## config.mk

```make
export PLATFORM = sky130hd
export DESIGN_NAME = iq_issue_scheduler
export DESIGN_NICKNAME = d
export VERILOG_FILES = /design/src/rtl/iq_issue_scheduler_pkg.sv /design/src/rtl/iq_age_matrix.sv /design/src/rtl/iq_issue_scheduler.sv
export SDC_FILE = /design/constraint.sdc
export NUM_CORES = 1
export LEC_CHECK = 0
export BUFFER_PORTS_ARGS = -buffer_cell sky130_fd_sc_hd__buf_2
export CORE_MARGIN = 8
export CORE_UTILIZATION = 60
export CTS_BUF_LIST = sky130_fd_sc_hd__clkbuf_2
export CTS_CLUSTER_DIAMETER = 80
export DETAILED_ROUTE_END_ITERATION = 16
export GPL_TIMING_DRIVEN = 1
export PLACE_DENSITY = 0.84
export SLEW_MARGIN = 30
export SYNTH_ARGS = -nofsm -noshare
export SYNTH_HDL_FRONTEND = slang
export SYNTH_SLANG_ARGS = --single-unit
```

## constraint.sdc

```tcl
create_clock -name clk -period 5.29 [get_ports clk]
set_input_delay 0.7935 -clock clk [delete_from_list [all_inputs] [get_ports clk]]
set_output_delay 0.7935 -clock clk [all_outputs]
set_load 0.01 [all_outputs]
```

## src/rtl/iq_issue_scheduler_pkg.sv

```systemverilog
// Shared types for the issue-queue scheduler: queue depth, phys tag width, per-slot state.
// Latency: n/a (types and constants only).
// Backpressure: n/a.
package iq_issue_scheduler_pkg;

   localparam int INSTR_QUEUE_SIZE = 8;
   localparam int IQ_PHYS_TAG_W    = 6;

   typedef logic [IQ_PHYS_TAG_W-1:0] phys_tag_t;

   typedef struct packed {
      logic      valid;
      logic      src1_rdy;
      logic      src2_rdy;
      phys_tag_t src1_tag;
      phys_tag_t src2_tag;
   } iq_slot_state_t;

   // Source is ready at allocation if rename says so, or the producing tag
   // is being broadcast in the very same cycle.
   function automatic logic src_ready_at_alloc(input logic rdy, input phys_tag_t tag,
                                               input logic wb_vld, input phys_tag_t wb_tag);
      return rdy || (wb_vld && (wb_tag == tag));
   endfunction

endpackage

```

## src/rtl/iq_age_matrix.sv

```systemverilog
// Age matrix: tracks relative allocation order and picks the oldest ready slot (one-hot).
// Latency: pick is combinational from registered age state; updates at the rising edge.
// Backpressure: none; the caller qualifies alloc/issue fires.
// Ports: clk/rst_n (sync active-low), clear (flush), alloc_fire/alloc_oh, valid (pre-edge),
//        issue_fire/issue_oh, ready (candidate vector), pick_oh (oldest ready, one-hot).
module iq_age_matrix #(
   parameter int N = 8
) (
   input  logic         clk,
   input  logic         rst_n,
   input  logic         clear,
   input  logic         alloc_fire,
   input  logic [N-1:0] alloc_oh,
   input  logic [N-1:0] valid,
   input  logic         issue_fire,
   input  logic [N-1:0] issue_oh,
   input  logic [N-1:0] ready,
   output logic [N-1:0] pick_oh
);

   // older[i][j] = 1 : slot i was allocated before slot j
   logic [N-1:0] older [N];

   always_ff @(posedge clk) begin
      if (!rst_n || clear) begin
         for (int i = 0; i < N; i++) older[i] <= '0;
      end else begin
         for (int i = 0; i < N; i++) begin
            for (int j = 0; j < N; j++) begin
               // The issued slot leaves the ordering entirely; it can never be
               // the allocated slot since allocation only uses free slots.
               if (issue_fire && (issue_oh[i] || issue_oh[j]))
                  older[i][j] <= 1'b0;
               else if (alloc_fire && alloc_oh[i])
                  older[i][j] <= 1'b0;
               else if (alloc_fire && alloc_oh[j])
                  older[i][j] <= valid[i];
            end
         end
      end
   end

   // A ready slot wins unless some other ready slot is older than it.
   always_comb begin
      pick_oh = '0;
      for (int i = 0; i < N; i++) begin
         pick_oh[i] = ready[i];
         for (int j = 0; j < N; j++) begin
            if (ready[j] && older[j][i]) pick_oh[i] = 1'b0;
         end
      end
   end

endmodule

```

## src/rtl/iq_issue_scheduler.sv

```systemverilog
// Issue scheduler: slot allocation, operand wakeup and oldest-ready-first selection.
// Latency: alloc/wakeup at edge N -> issue_valid in cycle N+1; outputs are from registered state.
// Backpressure: issue_ready low holds entries; alloc_ready low when full, flushing or in reset.
// Ports: alloc_* (dispatch handshake + source tags/ready, alloc_slot out), wb_valid/wb_tag
//        (wakeup broadcast), issue_valid/issue_slot/issue_ready (ALU handshake), flush, occupancy.
module iq_issue_scheduler
   import iq_issue_scheduler_pkg::*;
#(
   parameter int INSTR_QUEUE_SIZE = iq_issue_scheduler_pkg::INSTR_QUEUE_SIZE,
   parameter int PHYS_TAG_W       = IQ_PHYS_TAG_W,
   parameter int SLOT_W           = $clog2(INSTR_QUEUE_SIZE)
) (
   input  logic                  clk,
   input  logic                  rst_n,
   input  logic                  alloc_valid,
   output logic                  alloc_ready,
   output logic [SLOT_W-1:0]     alloc_slot,
   input  logic [PHYS_TAG_W-1:0] alloc_src1_tag,
   input  logic [PHYS_TAG_W-1:0] alloc_src2_tag,
   input  logic                  alloc_src1_rdy,
   input  logic                  alloc_src2_rdy,
   input  logic                  wb_valid,
   input  logic [PHYS_TAG_W-1:0] wb_tag,
   output logic                  issue_valid,
   output logic [SLOT_W-1:0]     issue_slot,
   input  logic                  issue_ready,
   input  logic                  flush,
   output logic [SLOT_W:0]       occupancy
);

   localparam int N = INSTR_QUEUE_SIZE;

   iq_slot_state_t slot_q [N];
   logic [SLOT_W:0] occ_q;

   logic [N-1:0] valid_vec, ready_vec, alloc_oh, pick_oh;
   logic         alloc_fire, issue_fire;

   // Tags are held at the package width; PHYS_TAG_W must not exceed it.
   phys_tag_t wb_tag_p, src1_tag_p, src2_tag_p;
   assign wb_tag_p   = phys_tag_t'(wb_tag);
   assign src1_tag_p = phys_tag_t'(alloc_src1_tag);
   assign src2_tag_p = phys_tag_t'(alloc_src2_tag);

   always_comb begin
      valid_vec = '0;
      ready_vec = '0;
      for (int i = 0; i < N; i++) begin
         valid_vec[i] = slot_q[i].valid;
         ready_vec[i] = slot_q[i].valid && slot_q[i].src1_rdy && slot_q[i].src2_rdy;
      end
   end

   // Lowest-index free slot; scanning downward leaves the lowest one last.
   always_comb begin
      alloc_slot = '0;
      alloc_oh   = '0;
      for (int i = N - 1; i >= 0; i--) begin
         if (!valid_vec[i]) begin
            alloc_slot = SLOT_W'(i);
            alloc_oh   = '0;
            alloc_oh[i] = 1'b1;
         end
      end
   end

   always_comb begin
      issue_slot = '0;
      for (int i = 0; i < N; i++) begin
         if (pick_oh[i]) issue_slot = SLOT_W'(i);
      end
   end

   assign issue_valid = |ready_vec;
   assign occupancy   = occ_q;
   assign alloc_ready = (occ_q < (SLOT_W+1)'(N)) && !flush && rst_n;
   assign alloc_fire  = alloc_valid && alloc_ready;
   assign issue_fire  = issue_valid && issue_ready;

   iq_age_matrix #(.N(N)) u_age (
      .clk        (clk),
      .rst_n      (rst_n),
      .clear      (flush),
      .alloc_fire (alloc_fire),
      .alloc_oh   (alloc_oh),
      .valid      (valid_vec),
      .issue_fire (issue_fire),
      .issue_oh   (pick_oh),
      .ready      (ready_vec),
      .pick_oh    (pick_oh)
   );

   always_ff @(posedge clk) begin
      if (!rst_n) begin
         for (int i = 0; i < N; i++) slot_q[i] <= '0;
         occ_q <= '0;
      end else if (flush) begin
         // Flush wins over same-cycle alloc/issue; the queue drops both.
         for (int i = 0; i < N; i++) slot_q[i].valid <= 1'b0;
         occ_q <= '0;
      end else begin
         for (int i = 0; i < N; i++) begin
            if (wb_valid && slot_q[i].valid && slot_q[i].src1_tag == wb_tag_p)
               slot_q[i].src1_rdy <= 1'b1;
            if (wb_valid && slot_q[i].valid && slot_q[i].src2_tag == wb_tag_p)
               slot_q[i].src2_rdy <= 1'b1;
            if (issue_fire && pick_oh[i])
               slot_q[i].valid <= 1'b0;
            if (alloc_fire && alloc_oh[i]) begin
               slot_q[i].valid    <= 1'b1;
               slot_q[i].src1_tag <= src1_tag_p;
               slot_q[i].src2_tag <= src2_tag_p;
               slot_q[i].src1_rdy <= src_ready_at_alloc(alloc_src1_rdy, src1_tag_p, wb_valid, wb_tag_p);
               slot_q[i].src2_rdy <= src_ready_at_alloc(alloc_src2_rdy, src2_tag_p, wb_valid, wb_tag_p);
            end
         end
         occ_q <= occ_q + (SLOT_W+1)'(alloc_fire) - (SLOT_W+1)'(issue_fire);
      end
   end

endmodule

```

### Word level (Yosys, flattened, before mapping)

Memories as Yosys holds them, arrays and structs flattened.
Index checks and enable logic that the tools add are counted.

| storage, ports and cells | value |
|---|---|
| logic and storage cells | 1,463 |
| bits in latches | 0 |
| memory bits (writable) | 184 |
| ROM bits | 0 |
| memories | 2 |
| input bits | 26 |
| register bits | 4 |

| cells by class | value |
|---|---|
| multiplexer cells | 993 |
| shifts and indexed selects | 0 |
| reductions and logical operators | 189 |
| add/subtract/negate cells | 2 |
| div/mod/pow operators | 0 |
| $mul | 0 |
| equality and inequality tests | 18 |
| bitwise logic cells | 257 |
| magnitude comparators | 1 |

Memory list:

| memory | words | width | rd ports | clocked after Yosys merged registers in | wr ports | RTL line | text |
|---|---|---|---|---|---|---|---|
| slot_q | 8 | 15 | 8 | 0 | 8 | iq_issue_scheduler.sv:33 | `iq_slot_state_t slot_q [N];` |
| u_age.older | 8 | 8 | 8 | 0 | 8 | iq_age_matrix.sv:22 | `logic [N-1:0] older [N];` |

Operators by type and width:

| operator | number |
|---|---|
| 1-bit 2-to-1 mux | 955 |
| 1-bit OR | 256 |
| 1-bit logical AND | 154 |
| 6-bit == test | 18 |
| 6-bit 2-to-1 mux | 16 |
| 8-bit 2-to-1 mux | 8 |
| 3-bit 2-to-1 mux | 14 |
| 1-bit logical OR | 31 |
| 8-bit OR reduction | 1 |
| 4-bit by 1-bit adder with 4-bit output | 1 |
| 4-bit less-than comparator (second input constant) | 1 |
| 4-bit by 1-bit subtractor with 4-bit output | 1 |
| 1-bit zero test | 2 |
| 2-bit OR reduction | 1 |
| 1-bit NOT | 1 |

### Longest topological paths before layout

An unclocked memory read counts as a cell.

| depth | value |
|---|---|
| word-level depth | 20 |
| mapped depth | 13 |

### Cells and area by module

A second synthesis with hierarchy kept.

| unflattened totals | value |
|---|---|
| cell total of the unflattened synthesis | 858 |
| area, all modules | 9,733.1 µm² |

By module, submodules not included:

| module | area an instance (µm²) | instances | cells an instance |
|---|---|---|---|
| iq_issue_scheduler | 6,424.9 | 1 | 537 |
| iq_age_matrix | 3,308.2 | 1 | 321 |

### Least setup slack after synthesis

OpenSTA, ideal clock, no wires.

| timing path | value |
|---|---|
| kind | register to output |
| start | mem slot_q[0][29] in the netlist's numbering |
| end | out issue_slot[0] |
| slack | 2,600 ps |
| data arrival time | 1,896 ps |
| stages on the path, launching flop included | 7 |
| data required time | 4,497 ps |
| path through | edfxtp_1 -> buf_6 -> and3_1 -> buf_2 -> a2111oi_2 -> a211oi_1 -> o31ai_1 |

RTL lines:

| element | RTL line | text |
|---|---|---|
| start: declaration | iq_issue_scheduler.sv:33 |  |
| end: declaration | iq_issue_scheduler.sv:25 | `output logic [SLOT_W-1:0] issue_slot,` |

==> results.md <==
- Status: finished, final reports clean
- Multi-input gate area: 0.00376 sq mm
- Hold Crit Start: alloc_src1_rdy
- Clock tree buffer depth: 2
- Sequential share of the synthesized area: 56.7%
- Worst Setup End Kind: primary output
- First-pass GRT wire length: 35700 microns
- CP Max Fanout: 14
- Most frequent cells in the layout: edfxtp_1 (175), and2_1 (99), xor2_1 (74)
- Commonest non-fill, non-tap cell in the layout: edfxtp_1
- VDD IR max: 0.000183 V
- RSZ-0062 raised after global routing: no
- Max-cap violation count: 0
- Fillers: 1267
- R2r setup slk: 2.03 ns
- Core Box Area: 0.0157 sq mm
- # nets final: 859
- Full die area: 0.0200 sq mm
- Die X-Extent: 141 microns
- FF-to-FF path depth: 10
- Worst-Skew Late Latency: 0.78 ns
- Hpwl dp: 16100 microns
- Ports: 38
- FF-to-FF Start: slot_q[0][14]
- Fin Setup TNS: 0 ns
- Ant diodes: 0
- Max Slew Vio Count: 0
- CTS Hold Bufs: 0
- CP arrival: 3.09 ns
- Primary FF master, synth: edfxtp_1
- Tmin final: 3.89 ns
- R2r endpoint: occupancy[2]
- Starting Density: 60.4%
- CTS tree: built
- DR pass1 iterations: 7
- Synthesis warning total: 0
- Num CTS Buffers: 17
- Fin crit share: 73.5%
- Synth Register Bits: 180
- Worst EP required: 4.50 ns
- Post-Syn Area: 0.00945 sq mm
- Worst hold-check path type: input port to flop
- Achievable frequency: 257 MHz
- GRT overflow: 0
- Mapped Nets: 856
- Async set or reset register ratio after synthesis: 0%
- Postcts setup bufs: 0
- Initial antenna violation count: 0
- Total Routing Usage GR: 24.0%
- Final Util: 63.3%
- Slew HR: 36.2%
- Pin count of the biggest net entering global routing: 33
- Crit Path Class: flop to primary output
- WHS Endpoint: slot_q[0][13]
- Initial DRC Count: 725
- GPL Wtd Cong: 0.994
- Root buf cell: clkbuf_2
- Number of global-route vias before repair: 6507
- Clock sinks: 180
- Setup violators final: 0
- Clock slew at reported path FFs: 0.26 ns
- Chip Height: 141 microns
- WHS Path Cells: 3
- Share of layout cells above drive strength 1: 11.5%
- DRT antenna net count: 0
- Final Hold Violating Endpoints: 0
- Routed vias/inst: 6.16
- Pleak: 0.00380 uW
- PwrDens: 258 mW/mm^2
- Post-synthesis average cell area: 11.5 sq um
- Synthesized netlist cell count: 825
- Area grow syn2layout: 4.83%
- Routed wire length: 23200 microns
- Post_cts resized: 0
- Worst slew pin tran: 0.952 ns
- DR DRC count: 0
- Post-synth EDFFs: 175
- Final clock skew: 0.0422 ns
- Floorplan row count: 46
- Register area: 0.00536 sq mm
- Startpoint Class: flop
- Max H-tree Level: 4
- Routed len/inst: 21.9 microns
- Via Count: 6510
- Port bufs: 37
- Netlist cell types: 58
## cells in the mapped netlist (2+ instances only)
cell type / n / area (sq um)
edfxtp_1: 175 / 5260
and2_1: 99 / 619
xor2_1: 74 / 648
nand2_1: 73 / 274
nor2_1: 62 / 233
nand4_1: 47 / 294
nand3_1: 37 / 185
xnor2_1: 37 / 324
inv_1: 30 / 113
clkbuf_1: 25 / 93.8
nor4_1: 17 / 106
buf_2: 16 / 80.1
and3_1: 13 / 81.3
o2111ai_1: 11 / 96.3
a21oi_1: 7 / 35.0
o21ai_0: 7 / 35.0
nor3_1: 6 / 30.0
buf_1: 5 / 18.8
dfxtp_1: 5 / 100
a2111oi_2: 4 / 60.1
buf_4: 4 / 30.0
buf_6: 4 / 45.0
ha_1: 4 / 50.1
nand2b_1: 4 / 25.0
or2_2: 4 / 25.0
a21o_1: 3 / 22.5
a21oi_4: 3 / 48.8
a22o_1: 3 / 26.3
and3_4: 3 / 33.8
nand3_2: 3 / 30.0
nor2b_1: 3 / 18.8
a2111o_1: 2 / 22.5
a2111oi_4: 2 / 55.1
a21bo_2: 2 / 20.0
a21boi_0: 2 / 15.0
a21oi_2: 2 / 17.5
a22oi_1: 2 / 15.0
and4_1: 2 / 17.5
o22ai_1: 2 / 12.5
o31ai_1: 2 / 15.0
or3_1: 2 / 12.5
## routing by layer
metal | vias to the layer above | part of all wire, % | GRT usage, %
met4 | 0 | 5.2 | 13.6
met3 | 90 | 8.4 | 5.01
li1 | 2928 | - | -
met1 | 3128 | 38 | 29.4
met5 | - | 0 | 0
met2 | 364 | 48 | 39.1
## cell families after synthesis
| kind of cell | synth area share [%] |
|---|---|
| simple gates | 22.4 |
| flops | 56.7 |
| xor+xnor | 10.3 |
| buf+inv | 4.07 |
| compound gates | 5.84 |
| fa+ha+maj | 0.742 |
## how the worst max path moves through the flow
stage                        from                 end  slack [ns]  cells past startpoint
floorplan           slot_q[0][29]       issue_slot[0]        2.60                      6
global placement            rst_n  u_age.older[0][29]        1.96                      7
detailed placement          rst_n  u_age.older[1][14]        1.84                      7
CTS                 slot_q[0][29]       issue_slot[0]        1.32                      5
global route        slot_q[1][14]       issue_slot[1]        1.22                      6
finish              slot_q[1][14]       issue_slot[1]        1.40                      6
## through the flow
step                      cells  total power (uW)  setup WS (ns)  cell area [sq um]  hold WS [ns]
after global placement     1025              1910           1.96               9650         0.584
final                      1057              2560           1.40               9910         0.443
after CTS                  1057              2560           1.32               9880         0.412
after floorplan             825              1830           2.60               9450         0.620
after global routing       1057              2640           1.22               9910         0.380
after detailed placement   1025              1920           1.84               9660         0.603
## state kept, by name, indices dropped and copies added (netlist names)
name         flops
occupancy        4
u_age.older     56
slot_q         120
## critical path: stages (launching register included)
cell and delay [ns]:
edfxtp_1 0.65, and3_4 0.27, a22o_1 0.26, a2111oi_2 0.70, nor2_1 0.15, o31ai_1 0.11
buf_2 0.18
## report_power, final
part / switching [uW] / internal, uW / leakage (uW)
logic: 150 / 75.7 / 0.00177
clock network: 454 / 214 / 0.000129
registers: 43.6 / 1620 / 0.00190
total: 648 / 1910 / 0.00380
## layout make-up
cell class / count / area share, %
clock buffers: 20 / 1.01
clock inverters: 12 / 1.16
inverters: 31 / 1.17
multi-input cells: 560 / 37.9
flip-flops and latches: 180 / 54.1
well taps: 216 / 2.73
repair buffers: 38 / 1.95
No activity file was read; power rests on OpenSTA's default activity.
